[src/rtl/mmc_pkg.sv]
// Shared types for the MMC command sequencer: counter modes,
// sequencer states and the queued command record.
package mmc_pkg;

    typedef enum logic [1:0] {
        UP_1 = 2'b00,
        UP_2 = 2'b01,
        DW_1 = 2'b10,
        DW_2 = 2'b11
    } ctrl_e;

    typedef enum logic [1:0] {
        IDLE,
        LOAD,
        RUN,
        PAUSE
    } state_e;

    typedef struct packed {
        ctrl_e      op;
        logic       load;
        logic [2:0] val;
        logic [3:0] rpt;
    } cmd_t;

endpackage

[src/rtl/mmc_cmd_fifo.sv]
// Command FIFO for the sequencer: power-of-two depth,
// head visible on dout, synchronous clear.
module mmc_cmd_fifo
    import mmc_pkg::*;
#(
    parameter int DEPTH = 4
) (
    input  logic                   clk,
    input  logic                   rst,
    input  logic                   push,
    input  logic                   pop,
    input  logic                   clr,
    input  cmd_t                   din,
    output cmd_t                   dout,
    output logic                   full,
    output logic                   empty,
    output logic [$clog2(DEPTH):0] level
);

    localparam int AW = $clog2(DEPTH);
    localparam logic [AW:0] FULL_LVL = (AW+1)'(DEPTH);

    cmd_t          mem [DEPTH];
    logic [AW-1:0] wr_ptr;
    logic [AW-1:0] rd_ptr;
    logic          do_push;
    logic          do_pop;

    assign full    = (level == FULL_LVL);
    assign empty   = (level == '0);
    assign do_push = push && !full;
    assign do_pop  = pop && !empty;
    assign dout    = mem[rd_ptr];

    always_ff @(posedge clk or negedge rst) begin
        if (!rst) begin
            wr_ptr <= '0;
            rd_ptr <= '0;
            level  <= '0;
        end else if (clr) begin
            wr_ptr <= '0;
            rd_ptr <= '0;
            level  <= '0;
        end else begin
            if (do_push)
                wr_ptr <= wr_ptr + 1'b1;
            if (do_pop)
                rd_ptr <= rd_ptr + 1'b1;
            if (do_push && !do_pop)
                level <= level + 1'b1;
            else if (!do_push && do_pop)
                level <= level - 1'b1;
        end
    end

    // Storage needs no reset; pointers define what is valid.
    always_ff @(posedge clk) begin
        if (do_push && !clr)
            mem[wr_ptr] <= din;
    end

endmodule

[src/rtl/mmc_cmd_seq.sv]
// Command sequencer driving the game counter: queues mode/preload
// commands and plays each for rpt+1 cycles, pausing on gameover.
module mmc_cmd_seq
    import mmc_pkg::*;
#(
    parameter int DEPTH     = 4,
    parameter int PAUSE_CYC = 4
) (
    input  logic                   clk,
    input  logic                   rst,
    input  logic                   cmd_valid,
    output logic                   cmd_ready,
    input  logic [1:0]             cmd_op,
    input  logic                   cmd_load,
    input  logic [2:0]             cmd_val,
    input  logic [3:0]             cmd_rpt,
    input  logic                   flush,
    input  logic [2:0]             count_in,
    input  logic                   gameover,
    output logic [1:0]             ctrl,
    output logic                   init,
    output logic [2:0]             init_val,
    output logic                   busy,
    output logic [$clog2(DEPTH):0] level,
    output logic [7:0]             done_cnt
);

    localparam int PW = (PAUSE_CYC > 1) ? $clog2(PAUSE_CYC) : 1;
    localparam logic [PW-1:0] PAUSE_LAST = PW'(PAUSE_CYC - 1);

    state_e        state, state_d;
    cmd_t          cur, cur_d;
    cmd_t          head, push_cmd;
    logic [3:0]    rpt_cnt, rpt_d;
    logic [PW-1:0] pause_cnt, pause_d;
    logic [7:0]    done_d;
    logic          rdy_en;
    logic          full, empty;
    logic          push, pop;

    assign push_cmd = '{op: ctrl_e'(cmd_op), load: cmd_load,
                        val: cmd_val, rpt: cmd_rpt};
    assign cmd_ready = rdy_en && !full && !flush;
    assign push      = cmd_valid && cmd_ready;
    assign busy      = (state != IDLE);

    mmc_cmd_fifo #(.DEPTH(DEPTH)) u_fifo (
        .clk   (clk),
        .rst   (rst),
        .push  (push),
        .pop   (pop),
        .clr   (flush),
        .din   (push_cmd),
        .dout  (head),
        .full  (full),
        .empty (empty),
        .level (level)
    );

    always_ff @(posedge clk or negedge rst) begin
        if (!rst) begin
            state     <= IDLE;
            cur       <= '0;
            rpt_cnt   <= '0;
            pause_cnt <= '0;
            done_cnt  <= '0;
            rdy_en    <= 1'b0;
        end else begin
            state     <= state_d;
            cur       <= cur_d;
            rpt_cnt   <= rpt_d;
            pause_cnt <= pause_d;
            done_cnt  <= done_d;
            rdy_en    <= 1'b1;
        end
    end

    always_comb begin
        state_d = state;
        cur_d   = cur;
        rpt_d   = rpt_cnt;
        pause_d = pause_cnt;
        done_d  = done_cnt;
        pop     = 1'b0;
        if (flush) begin
            state_d = IDLE;
            rpt_d   = '0;
            pause_d = '0;
        end else if (gameover) begin
            state_d = PAUSE;
            rpt_d   = '0;
            pause_d = PAUSE_LAST;
        end else begin
            unique case (state)
                IDLE: begin
                    if (!empty) begin
                        pop     = 1'b1;
                        cur_d   = head;
                        rpt_d   = head.rpt;
                        state_d = head.load ? LOAD : RUN;
                    end
                end
                LOAD: state_d = RUN;
                RUN: begin
                    if (rpt_cnt == 4'd0) begin
                        if (done_cnt != 8'hff)
                            done_d = done_cnt + 8'd1;
                        // Chain straight into the next command, no gap.
                        if (!empty) begin
                            pop     = 1'b1;
                            cur_d   = head;
                            rpt_d   = head.rpt;
                            state_d = head.load ? LOAD : RUN;
                        end else begin
                            state_d = IDLE;
                        end
                    end else begin
                        rpt_d = rpt_cnt - 4'd1;
                    end
                end
                PAUSE: begin
                    if (pause_cnt == '0)
                        state_d = IDLE;
                    else
                        pause_d = pause_cnt - 1'b1;
                end
                default: state_d = IDLE;
            endcase
        end
    end

    // Idle and pause hold the counter by reloading its own value.
    always_comb begin
        ctrl     = UP_1;
        init     = 1'b1;
        init_val = count_in;
        unique case (state)
            LOAD: begin
                ctrl     = cur.op;
                init_val = cur.val;
            end
            RUN: begin
                ctrl     = cur.op;
                init     = 1'b0;
                init_val = cur.val;
            end
            default: ;
        endcase
    end

endmodule

[config.mk]
export PLATFORM = sky130hd
export DESIGN_NAME = mmc_cmd_seq
export DESIGN_NICKNAME = d
export VERILOG_FILES = /design/src/rtl/mmc_pkg.sv /design/src/rtl/mmc_cmd_fifo.sv /design/src/rtl/mmc_cmd_seq.sv
export SDC_FILE = /design/constraint.sdc
export NUM_CORES = 1
export LEC_CHECK = 0
export ABC_CLOCK_PERIOD_IN_PS = 2560
export CAP_MARGIN = 0
export CORE_MARGIN = 3
export CORE_UTILIZATION = 35
export DETAILED_ROUTE_END_ITERATION = 6
export DONT_BUFFER_PORTS = 1
export PLACE_DENSITY = 0.62
export SYNTH_ARGS = -nofsm -noshare
export SYNTH_HDL_FRONTEND = slang
export SYNTH_HIERARCHICAL = 1
export SYNTH_SLANG_ARGS = --single-unit
[constraint.sdc]
create_clock -name clk -period 2.56 [get_ports clk]
set_input_delay 0.512 -clock clk [delete_from_list [all_inputs] [get_ports clk]]
set_output_delay 0.512 -clock clk [all_outputs]
set_load 0.01 [all_outputs]
==> results.md <==
- Skew-Pair Late Insertion Delay: 0.34 ns
- Critical Path AT: 2.74 ns
- Synth async-reset ratio: roughly 42%
- First-pass DRT Iterations: 4
- Largest cells by area after synthesis: edfxtp_1 36%, dfrtp_1 22%, mux4_2 6.7%
- GRT Max-Usage Layer: met2
- Initial antenna violation count: 0
- Synth top area share: 36.0%
- NetSw: 0.651 mW
- Ys flop type: edfxtp_1
- Synthesized instance count: 243
- I/O pins: 37
- First-iteration detailed-routing DRC count: between 90 and 100
- VDD IR max: 0.270 mV
- Internal: 1.86 mW
- Via count: slightly below 2000
- Layout fillers: 841
- Post-synth top cells: 40 x edfxtp_1, 29 x dfrtp_1, 16 x inv_1, 13 x mux2_2
- Final setup vio count: 0
- Outcome: completed
- Total core area: 0.00924 mm^2
- Sequential Power Share: 53.0%
- Synthesized cell area: 0.00334 mm^2
- Power share of the clock group: 34.8%
- EDFF count, synth: 40
- Row count: 35
- CP max-delay cell: dfrtp_1
- Logic pwr share: 12.2%
- PD cells: 649 mW/mm^2
- Drt wl/cell: 15.3 um
- GRT met2 Usage: 19.7%
- Leak Pwr: 1.49 nW
- GR Util met1: between 10% and 20%
- CP Data Required Time: 2.83 ns
- Synth-to-layout area growth: 16.1%
- Pwr Total: between 2 and 3 mW
- Setup crit end kind: flip-flop
- First-pass GRT wire length: 10.5 mm
- Slew Viols, Final: 0
- CTS tree: built
- Top-count cell post-synth: edfxtp_1
- Sw Share: 25.9%
- Peak Freq: 406 MHz
- GRT Total Usage: 12.5%
- Root buf cell: clkbuf_8
- Max stage delay on crit path: 0.38 ns
- Hpwl dp: around 4.4 mm
- Clk pin slew, worst setup/hold paths: 0.07 ns
- Post-Syn Nets: 274
- Remaining DRCs: 0
- Number of max-cap violations: 0
- Yosys cell types: 53
- Period utilization: 96.2%
- Avg Cell Area, Syn: 13.7 um^2
- Reg2Reg Depth: 11
- Die area: 0.0107 mm^2
- Largest net degree at the start of global routing: 30
- Startpoint types: flip-flop
- Critical path class: reg -> reg
- Grt ovf: 0
- Die width: 104 um
- Layout cells sized above 1: between 20% and 30%
- Initial Util: 36.1%
- Final WL: a little over 6 mm
- Grt met3 use: 4.05%
- Seq/Total Area, Yosys: 57.7%
- Yosys reg bits: 69
- Ant diodes: 0
- Cell chain of the critical path: inv_1 > ha_2 > nor3b_4 > a21oi_2 > nor3_2 > o21a_1 > nor3_2 > fa_2 > and4bb_2 > a311oi_2 > o311a_1
- HP Start: flush
- Final min period: 2.46 ns
- Fin nets: about 300
- Vias in the first global route: around 2000
- RSZ-0062 raised after global routing: true
- Critical Path Most Common Cell: nor3_2
- Slew at the pin closest to its max-slew limit: roughly 0.83 ns
- Hold Path End: pause_cnt[1]$_DFFE_PN0P_
- Post-synth top area cell: edfxtp_1
- R2r endpoint: u_fifo/level[2]$_DFFE_PN0P_
- Num Clock Sinks: 69
- Reg-to-Reg Start: rpt_cnt[1]$_DFFE_PN0P_
- CTS buffer count: 9
- CTS max path bufs: 2
- R2r setup slk: just under 0.1 ns
- Syn. warnings: 6
- Number of routed nets with antenna violations: 0
- Worst Path Max Fanout: 4
- Vias per inst: 4.87
- Setup_tns: 0 ns
- Hold path depth: 1
- Setup skew after layout: around 0.0065 ns
- HP Class: in -> reg
- Slew margin rel.: 43.9%
- Final GP Congestion: 0.775
- H-tree lvl count: 3
- Hold Violations, Final: 0
- Die extent in y: between 100 and 150 um
- # port buffers: 0
per-stage QoR:
| stage | std cells | hold WS, ns | utilization, % | setup WS (ns) | cell area [um^2] |
|---|---|---|---|---|---|
| after floorplan | 243 | 0.216 | - | 0.00676 | 3350 |
| after CTS | 402 | 0.205 | 41.5 | 0.00835 | 3840 |
| after detailed placement | 384 | 0.217 | 39.1 | 0.0368 | 3610 |
| final | 404 | 0.232 | 41.9 | 0.0969 | 3880 |
| after global placement | 384 | 0.217 | 39.1 | 0.127 | 3610 |
| after global routing | 404 | 0.204 | 41.9 | -0.0476 | 3880 |
repair_timing:
item	CTS	global route
buffers inserted	0	2
setup endpoints to repair	0	1
hold endpoints to repair	29	0
hold buffers	2	0
resized for setup	0	6
state kept, by name, indices dropped and copies added (netlist names):
name,flops
u_fifo/rd_ptr,2
u_fifo/level,3
rpt_cnt,4
pause_cnt,2
rdy_en,1
u_fifo/wr_ptr,2
done_cnt,8
cur,5
u_fifo/mem,40
state,2
area by class of cell:
class | instances | area, um^2 | share of cell area [%]
sequential | 69 | 1930 | 49.7
inverter | 17 | 65.1 | 1.68
multi-input combinational | 149 | 1330 | 34.3
tap | 129 | 161 | 4.16
clock buffer | 9 | 124 | 3.20
clock inverter | 7 | 73.8 | 1.90
timing repair buffer | 24 | 195 | 5.04
placed cells by master, fill, tap and decap left out, types with 9 or more instances in the layout:
master / n
edfxtp_1: 40
mux2_2: 13
nand2_1: 9
buf_4: 22
clkbuf_8: 9
ha_1: 10
dfrtp_1: 29
nor2_1: 12
mux4_2: 10
nand2b_1: 9
inv_1: 15
metal layers:
metal  vias to the layer above  wire length, um
met2                        33             3060
met1                       972             2730
met5                         -                0
met4                         0               94
li1                        954                -
met3                        10              292
critical path, delay by kind of cell, from the launching register on:
family | cells | cell delay [ns]
DFF | 1 | 0.38
buffers and inverters | 1 | 0.06
AOI/OAI and AO/OA | 4 | 0.71
adders and majority gates | 2 | 0.56
and+or+nand+nor | 4 | 0.71
how the worst max path moves through the flow:
stage	endpoint	depth (start not counted)	from	slack [ns]
after CTS	u_fifo/level[2]$_DFFE_PN0P_	10	state[0]$_DFFE_PN0P_	0.008
final	u_fifo/level[2]$_DFFE_PN0P_	11	rpt_cnt[1]$_DFFE_PN0P_	0.1
after global placement	u_fifo/level[2]$_DFFE_PN0P_	11	rpt_cnt[0]$_DFFE_PN0P_	0.13
after floorplan	u_fifo/level[2]$_DFFE_PN0P_	12	rpt_cnt[0]$_DFFE_PN0P_	0.007
after detailed placement	u_fifo/level[2]$_DFFE_PN0P_	10	state[0]$_DFFE_PN0P_	0.04
after global routing	u_fifo/level[2]$_DFFE_PN0P_	11	rpt_cnt[1]$_DFFE_PN0P_	-0.05
cells by family (layout without fill, tap and decap cells):
kind of cell | after synthesis | count (layout) | synth area share (%)
other | 1 | 1 | 0.112
muxes | 31 | 31 | 13.6
xor gates and xnor gates | 6 | 6 | 1.57
DFF | 69 | 69 | 57.7
and+or+nand+nor | 64 | 64 | 11.2
AOI/OAI and AO/OA | 34 | 34 | 7.27
adders and majority gates | 13 | 13 | 5.10
buffers and inverters | 25 | 57 | 3.41
power by group through the flow:
stage	clock network, mW	logic (mW)	registers [mW]
global placement	0	0.284	1.36
floorplan	0	0.230	1.34
detailed placement	0	0.287	1.36
CTS	0.913	0.303	1.34
global route	0.965	0.353	1.35
finish	0.875	0.306	1.33
Note: power is estimated with default switching activity, not from simulation.
